[src/rtl/demux_pkg.sv]
// Shared defaults and channel-select encodings for the 1-to-2 demultiplexer.
package demux_pkg;

  localparam int DEF_WIDTH = 16;
  localparam int DEF_DEPTH = 2;
  localparam int DEF_CNT_W = 8;

  // in_sel encodings
  localparam logic CH_A = 1'b0;
  localparam logic CH_B = 1'b1;

endpackage

[src/rtl/demux_fifo.sv]
// Per-channel output buffer: DEPTH-entry ordered FIFO with a saturating
// count of words handed to the consumer.
module demux_fifo
  import demux_pkg::*;
#(
  parameter int WIDTH = DEF_WIDTH,
  parameter int DEPTH = DEF_DEPTH,
  parameter int CNT_W = DEF_CNT_W
) (
  input  logic             clk,
  input  logic             rst,
  input  logic             push,
  input  logic [WIDTH-1:0] push_data,
  input  logic             pop_ready,
  output logic [WIDTH-1:0] head_data,
  output logic             head_valid,
  output logic             full,
  output logic [CNT_W-1:0] cnt
);

  localparam int PTR_W = (DEPTH > 1) ? $clog2(DEPTH) : 1;
  localparam int OCC_W = $clog2(DEPTH + 1);
  localparam logic [PTR_W-1:0] PTR_LAST = PTR_W'(DEPTH - 1);
  localparam logic [OCC_W-1:0] OCC_FULL = OCC_W'(DEPTH);

  logic [WIDTH-1:0] mem [DEPTH];
  logic [PTR_W-1:0] wr_ptr;
  logic [PTR_W-1:0] rd_ptr;
  logic [OCC_W-1:0] occ;
  logic             empty;
  logic             do_push;
  logic             do_pop;

  // Pointer advance with explicit wrap so non-power-of-two depths work.
  function automatic logic [PTR_W-1:0] ptr_next(input logic [PTR_W-1:0] p);
    return (p == PTR_LAST) ? '0 : p + PTR_W'(1);
  endfunction

  // Delivered-word counter sticks at all-ones instead of wrapping.
  function automatic logic [CNT_W-1:0] sat_inc(input logic [CNT_W-1:0] c);
    return (&c) ? c : c + CNT_W'(1);
  endfunction

  assign empty      = (occ == '0);
  assign full       = (occ == OCC_FULL);
  assign head_valid = !empty;
  // A full buffer refuses a push even if it is being drained this cycle.
  assign do_push    = push && !full;
  assign do_pop     = pop_ready && !empty;
  // Storage is not reset; masking the head while empty keeps data X-free
  // and presents 0 after reset.
  assign head_data  = empty ? '0 : mem[rd_ptr];

  // Storage write: data path only, no reset.
  always_ff @(posedge clk) begin
    if (do_push) begin
      mem[wr_ptr] <= push_data;
    end
  end

  // Pointers, occupancy and delivered count; reset discards held words.
  always_ff @(posedge clk) begin
    if (rst) begin
      wr_ptr <= '0;
      rd_ptr <= '0;
      occ    <= '0;
      cnt    <= '0;
    end else begin
      if (do_push) begin
        wr_ptr <= ptr_next(wr_ptr);
      end
      if (do_pop) begin
        rd_ptr <= ptr_next(rd_ptr);
        cnt    <= sat_inc(cnt);
      end
      case ({do_push, do_pop})
        2'b10:   occ <= occ + OCC_W'(1);
        2'b01:   occ <= occ - OCC_W'(1);
        default: occ <= occ;
      endcase
    end
  end

endmodule

[src/rtl/demux1to2_16b.sv]
// 1-to-2 demultiplexer: steers each accepted input word into channel a or b
// according to in_sel; each channel is an independent ready/valid FIFO.
module demux1to2_16b
  import demux_pkg::*;
#(
  parameter int WIDTH = DEF_WIDTH,
  parameter int DEPTH = DEF_DEPTH,
  parameter int CNT_W = DEF_CNT_W
) (
  input  logic             clkpos,
  input  logic             rst,
  input  logic             vdd,
  input  logic             vss,
  input  logic [WIDTH-1:0] in_data,
  input  logic             in_sel,
  input  logic             in_valid,
  output logic             in_ready,
  output logic [WIDTH-1:0] a_data,
  output logic             a_valid,
  input  logic             a_ready,
  output logic [CNT_W-1:0] a_cnt,
  output logic [WIDTH-1:0] b_data,
  output logic             b_valid,
  input  logic             b_ready,
  output logic [CNT_W-1:0] b_cnt
);

  logic a_full;
  logic b_full;
  logic push_a;
  logic push_b;
  logic unused_supply;

  // Supply pins exist only for netlist compatibility.
  assign unused_supply = vdd ^ vss;

  // Ready reflects only the selected channel's fullness; no pop bypass.
  assign in_ready = !rst && ((in_sel == CH_B) ? !b_full : !a_full);
  assign push_a   = in_valid && in_ready && (in_sel == CH_A);
  assign push_b   = in_valid && in_ready && (in_sel == CH_B);

  demux_fifo #(
    .WIDTH(WIDTH),
    .DEPTH(DEPTH),
    .CNT_W(CNT_W)
  ) u_fifo_a (
    .clk       (clkpos),
    .rst       (rst),
    .push      (push_a),
    .push_data (in_data),
    .pop_ready (a_ready),
    .head_data (a_data),
    .head_valid(a_valid),
    .full      (a_full),
    .cnt       (a_cnt)
  );

  demux_fifo #(
    .WIDTH(WIDTH),
    .DEPTH(DEPTH),
    .CNT_W(CNT_W)
  ) u_fifo_b (
    .clk       (clkpos),
    .rst       (rst),
    .push      (push_b),
    .push_data (in_data),
    .pop_ready (b_ready),
    .head_data (b_data),
    .head_valid(b_valid),
    .full      (b_full),
    .cnt       (b_cnt)
  );

endmodule

[config.mk]
export PLATFORM = sky130hd
export DESIGN_NAME = demux1to2_16b
export DESIGN_NICKNAME = d
export VERILOG_FILES = /design/src/rtl/demux_pkg.sv /design/src/rtl/demux_fifo.sv /design/src/rtl/demux1to2_16b.sv
export SDC_FILE = /design/constraint.sdc
export NUM_CORES = 1
export LEC_CHECK = 0
export BUFFER_PORTS_ARGS = -buffer_cell sky130_fd_sc_hd__buf_4
export CAP_MARGIN = 15
export CORE_MARGIN = 2
export CORE_UTILIZATION = 30
export CTS_BUF_LIST = sky130_fd_sc_hd__clkbuf_16
export CTS_CLUSTER_DIAMETER = 30
export DETAILED_ROUTE_END_ITERATION = 16
export PLACE_DENSITY_LB_ADDON = 0.3
export SKIP_LAST_GASP = 1
export SLEW_MARGIN = 25
export SYNTH_ARGS = -nofsm -noshare
export SYNTH_HDL_FRONTEND = slang
export SYNTH_SLANG_ARGS = --single-unit
[constraint.sdc]
create_clock -name clkpos -period 2.37 [get_ports clkpos]
set_clock_uncertainty 0.1 [all_clocks]
set_input_delay 0.1185 -clock clkpos [delete_from_list [all_inputs] [get_ports clkpos]]
set_output_delay 0.1185 -clock clkpos [all_outputs]
set_load 0.005 [all_outputs]
==> metrics <==
run status=complete, no violations; number of global-route vias before repair=2,300; Pre-antenna DRT Iters=4; DR WL/cell=13.7 µm; CP endpoint kind=flop; Post-route DRC=0; drt first-iter violations=55; Die ar.=0.0129 mm²; final-report hold violation count=0; final period utilization=90.0%; post-route cell area=0.00483 mm²; H-Tree Depth=3; Detail Placement HPWL=4.70 mm; RSZ-0062 raised after global routing=no; CP max FO=5; # diodes=0; VDD IR max=448 µV; crit path time final=2.13 ns; Initial Util=30.4%; clock buffer depth=2; remaining antenna violation count=0; post-CTS setup buffers=0; Synth top area share=53.4%; Pwr Density=824 mW/mm²; cell count after synthesis=279; num ports=75; final count of pins violating max slew=0; initial antenna violation count=0; global-route wire length before repair=11.6 mm; max frequency=469 MHz; Routability Congestion=0.816; setup ws final=0.238 ns; cell taking the most area after synthesis=edfxtp_1; synth unique cells=32; number of port buffers=72; Rel. slew slack=67.0%; GR Overflow Total=0; largest net degree at the start of global routing=30; Post-Place Worst Slack=0.247 ns; Layout area overhead=34.1%; placed cell area=0.00435 mm²; CP delay by family, top=simple AND/OR/NAND/NOR gates; Root Buffer=clkbuf_16; syn_area_per_cell=12.9 µm²; Lkg Pwr=1.79 nW; Skew-Pair Late Insertion Delay=0.33 ns; cells traversed along the worst timing path=nor2b_1, or4b_1, ha_1, or3_1, a21oi_1; post-cts resize count=0; multiplexer share of the synthesized area=9.73%; Vias/cell=4.58; layout cells sized above 1=26.6%; area share of fa/ha/maj cells after synthesis=1.39%; final setup vio count=0; Synth Warn #=0; Core ar.=0.0119 mm²; Critical-path top delay cell=or4b_1; Critical Path AT=2.29 ns; compound-gate portion of the synthesized area=4.20%; Vias=2,410; post-synthesis cell area=0.00360 mm²; top cells by area, synth=edfxtp_1, dfxtp_1, mux2i_1, nor2_1, xnor2_1; die width=114 µm; Critical Path RT=2.53 ns; routed wire length=7.21 mm; fin nets=403; Rows=40; Die Ht=114 µm; xor and xnor area share after synthesis=2.67%; WS Path Type=flop to flop; PnR Total Power=3.98 mW; CP peak stage delay=0.60 ns; Fin Setup TNS=0 ns; HP Class=input port to flop; maxcap violations=0; actual slew at the worst max-slew pin=0.490 ns; post-synthesis sequential area ratio=67.8%; TritonCTS clock tree=done; overall routing resource usage=11.7%; WP buf/inv=0; clock sinks=90; hold_buf cts=16; Clock transition at path regs=0.06 ns; simple logic cell fraction of the synthesized area=12.4%; syn_nets=307; type of origin of the critical path=flop; register bit total from synthesis=90; main combinational cell family by area after synthesis=simple AND/OR/NAND/NOR gates; total CTS buffers=9
per-layer routing:
layer / global-route usage, % / part of all wire, %
met1: 15.2 / 47
met2: 18.8 / 46
met3: 2.82 / 5.7
met4: 5.37 / 1.6
met5: 0 / 0
cells in the mapped netlist:
library cell,n
edfxtp_1,64
nor2_1,59
mux2i_1,35
dfxtp_1,26
a21oi_1,8
clkbuf_1,8
nand3_1,7
nor3_1,7
inv_1,6
nand2_1,6
xnor2_1,6
a31oi_1,5
xor2_1,5
ha_1,4
nand2b_1,4
nand4_1,3
o21ai_0,3
o21bai_1,3
and4_1,2
buf_2,2
nor2b_1,2
nor4_1,2
o21ai_2,2
or3_1,2
a211oi_1,1
a41o_1,1
buf_1,1
nand4b_1,1
o31ai_1,1
or2_1,1
or4_1,1
or4b_1,1
state kept, by name (all words and copies together) (netlist names), named ones only:
name	cells
u_fifo_a.cnt	8
u_fifo_a.mem	32
u_fifo_a.occ	2
u_fifo_a.rd_ptr	1
u_fifo_a.wr_ptr	1
u_fifo_b.cnt	8
u_fifo_b.mem	32
u_fifo_b.occ	2
u_fifo_b.rd_ptr	1
u_fifo_b.wr_ptr	1
through the flow:
stage,cells,hold slack [ns],utilization [%]
floorplan,279,0.117,-
global placement,495,0.222,36.7
detailed placement,495,0.225,36.7
CTS,526,0.0461,40.7
global route,526,0.0700,40.7
finish,526,0.0621,40.7
cell usage in the layout (no fill, tap or decap), types with 2 or more instances in the layout:
| cell | netlist | layout |
|---|---|---|
| a21oi_1 | 8 | 8 |
| a31oi_1 | 5 | 5 |
| and4_1 | 2 | 2 |
| buf_4 | 0 | 80 |
| bufinv_16 | 0 | 2 |
| clkbuf_16 | 0 | 9 |
| clkinv_4 | 0 | 2 |
| dfxtp_1 | 26 | 26 |
| dlygate4sd3_1 | 0 | 16 |
| edfxtp_1 | 64 | 64 |
| ha_1 | 4 | 4 |
| inv_1 | 6 | 6 |
| mux2i_1 | 35 | 35 |
| nand2_1 | 6 | 6 |
| nand2b_1 | 4 | 4 |
| nand3_1 | 7 | 7 |
| nand4_1 | 3 | 3 |
| nor2_1 | 59 | 55 |
| nor2_2 | 0 | 4 |
| nor2b_1 | 2 | 2 |
| nor3_1 | 7 | 7 |
| nor4_1 | 2 | 2 |
| o21ai_0 | 3 | 3 |
| o21ai_2 | 2 | 2 |
| o21bai_1 | 3 | 3 |
| or3_1 | 2 | 2 |
| xnor2_1 | 6 | 6 |
| xor2_1 | 5 | 5 |
worst reg2reg max path: cells and delay by family, from the launching register on:
family | cells | cell delay [ns]
fa+ha+maj | 1 | 0.36
simple gates | 3 | 1.04
flops | 1 | 0.43
compound gates | 1 | 0.14
path summary, 6_finish.rpt:
path                         from               to  slack (ns)  depth (start not counted)
setup / recovery  u_fifo_a.occ[0]  u_fifo_a.occ[1]        0.24                          5
hold / removal                rst  u_fifo_a.wr_ptr        0.06                          2
setup reg to reg  u_fifo_a.occ[0]  u_fifo_a.occ[1]        0.24                          5
hold reg to reg   u_fifo_b.rd_ptr             flop        0.40                          2
kinds of logic (layout without fill, tap and decap cells):
| logic type | Yosys count | after routing |
|---|---|---|
| simple gates | 98 | 98 |
| flops | 90 | 90 |
| buf+inv | 17 | 117 |
| fa+ha+maj | 4 | 4 |
| compound gates | 24 | 24 |
| mux | 35 | 35 |
| xor+xnor | 11 | 11 |
where the power goes:
part	internal, mW	switching (mW)
Sequential	1.75	0.0394
Clock	0.922	0.564
Combinational	0.355	0.352
final cells by class:
cell class                 count  area (µm²)
clock inverter                 6        91.3
fill                        1157        7030
sequential                    90        2440
clock buffer                   9         225
multi-input combinational    172        1100
timing repair buffer          96         761
inverter                       6        22.5
tap                          147         184
(Power assumes the default switching activity.)
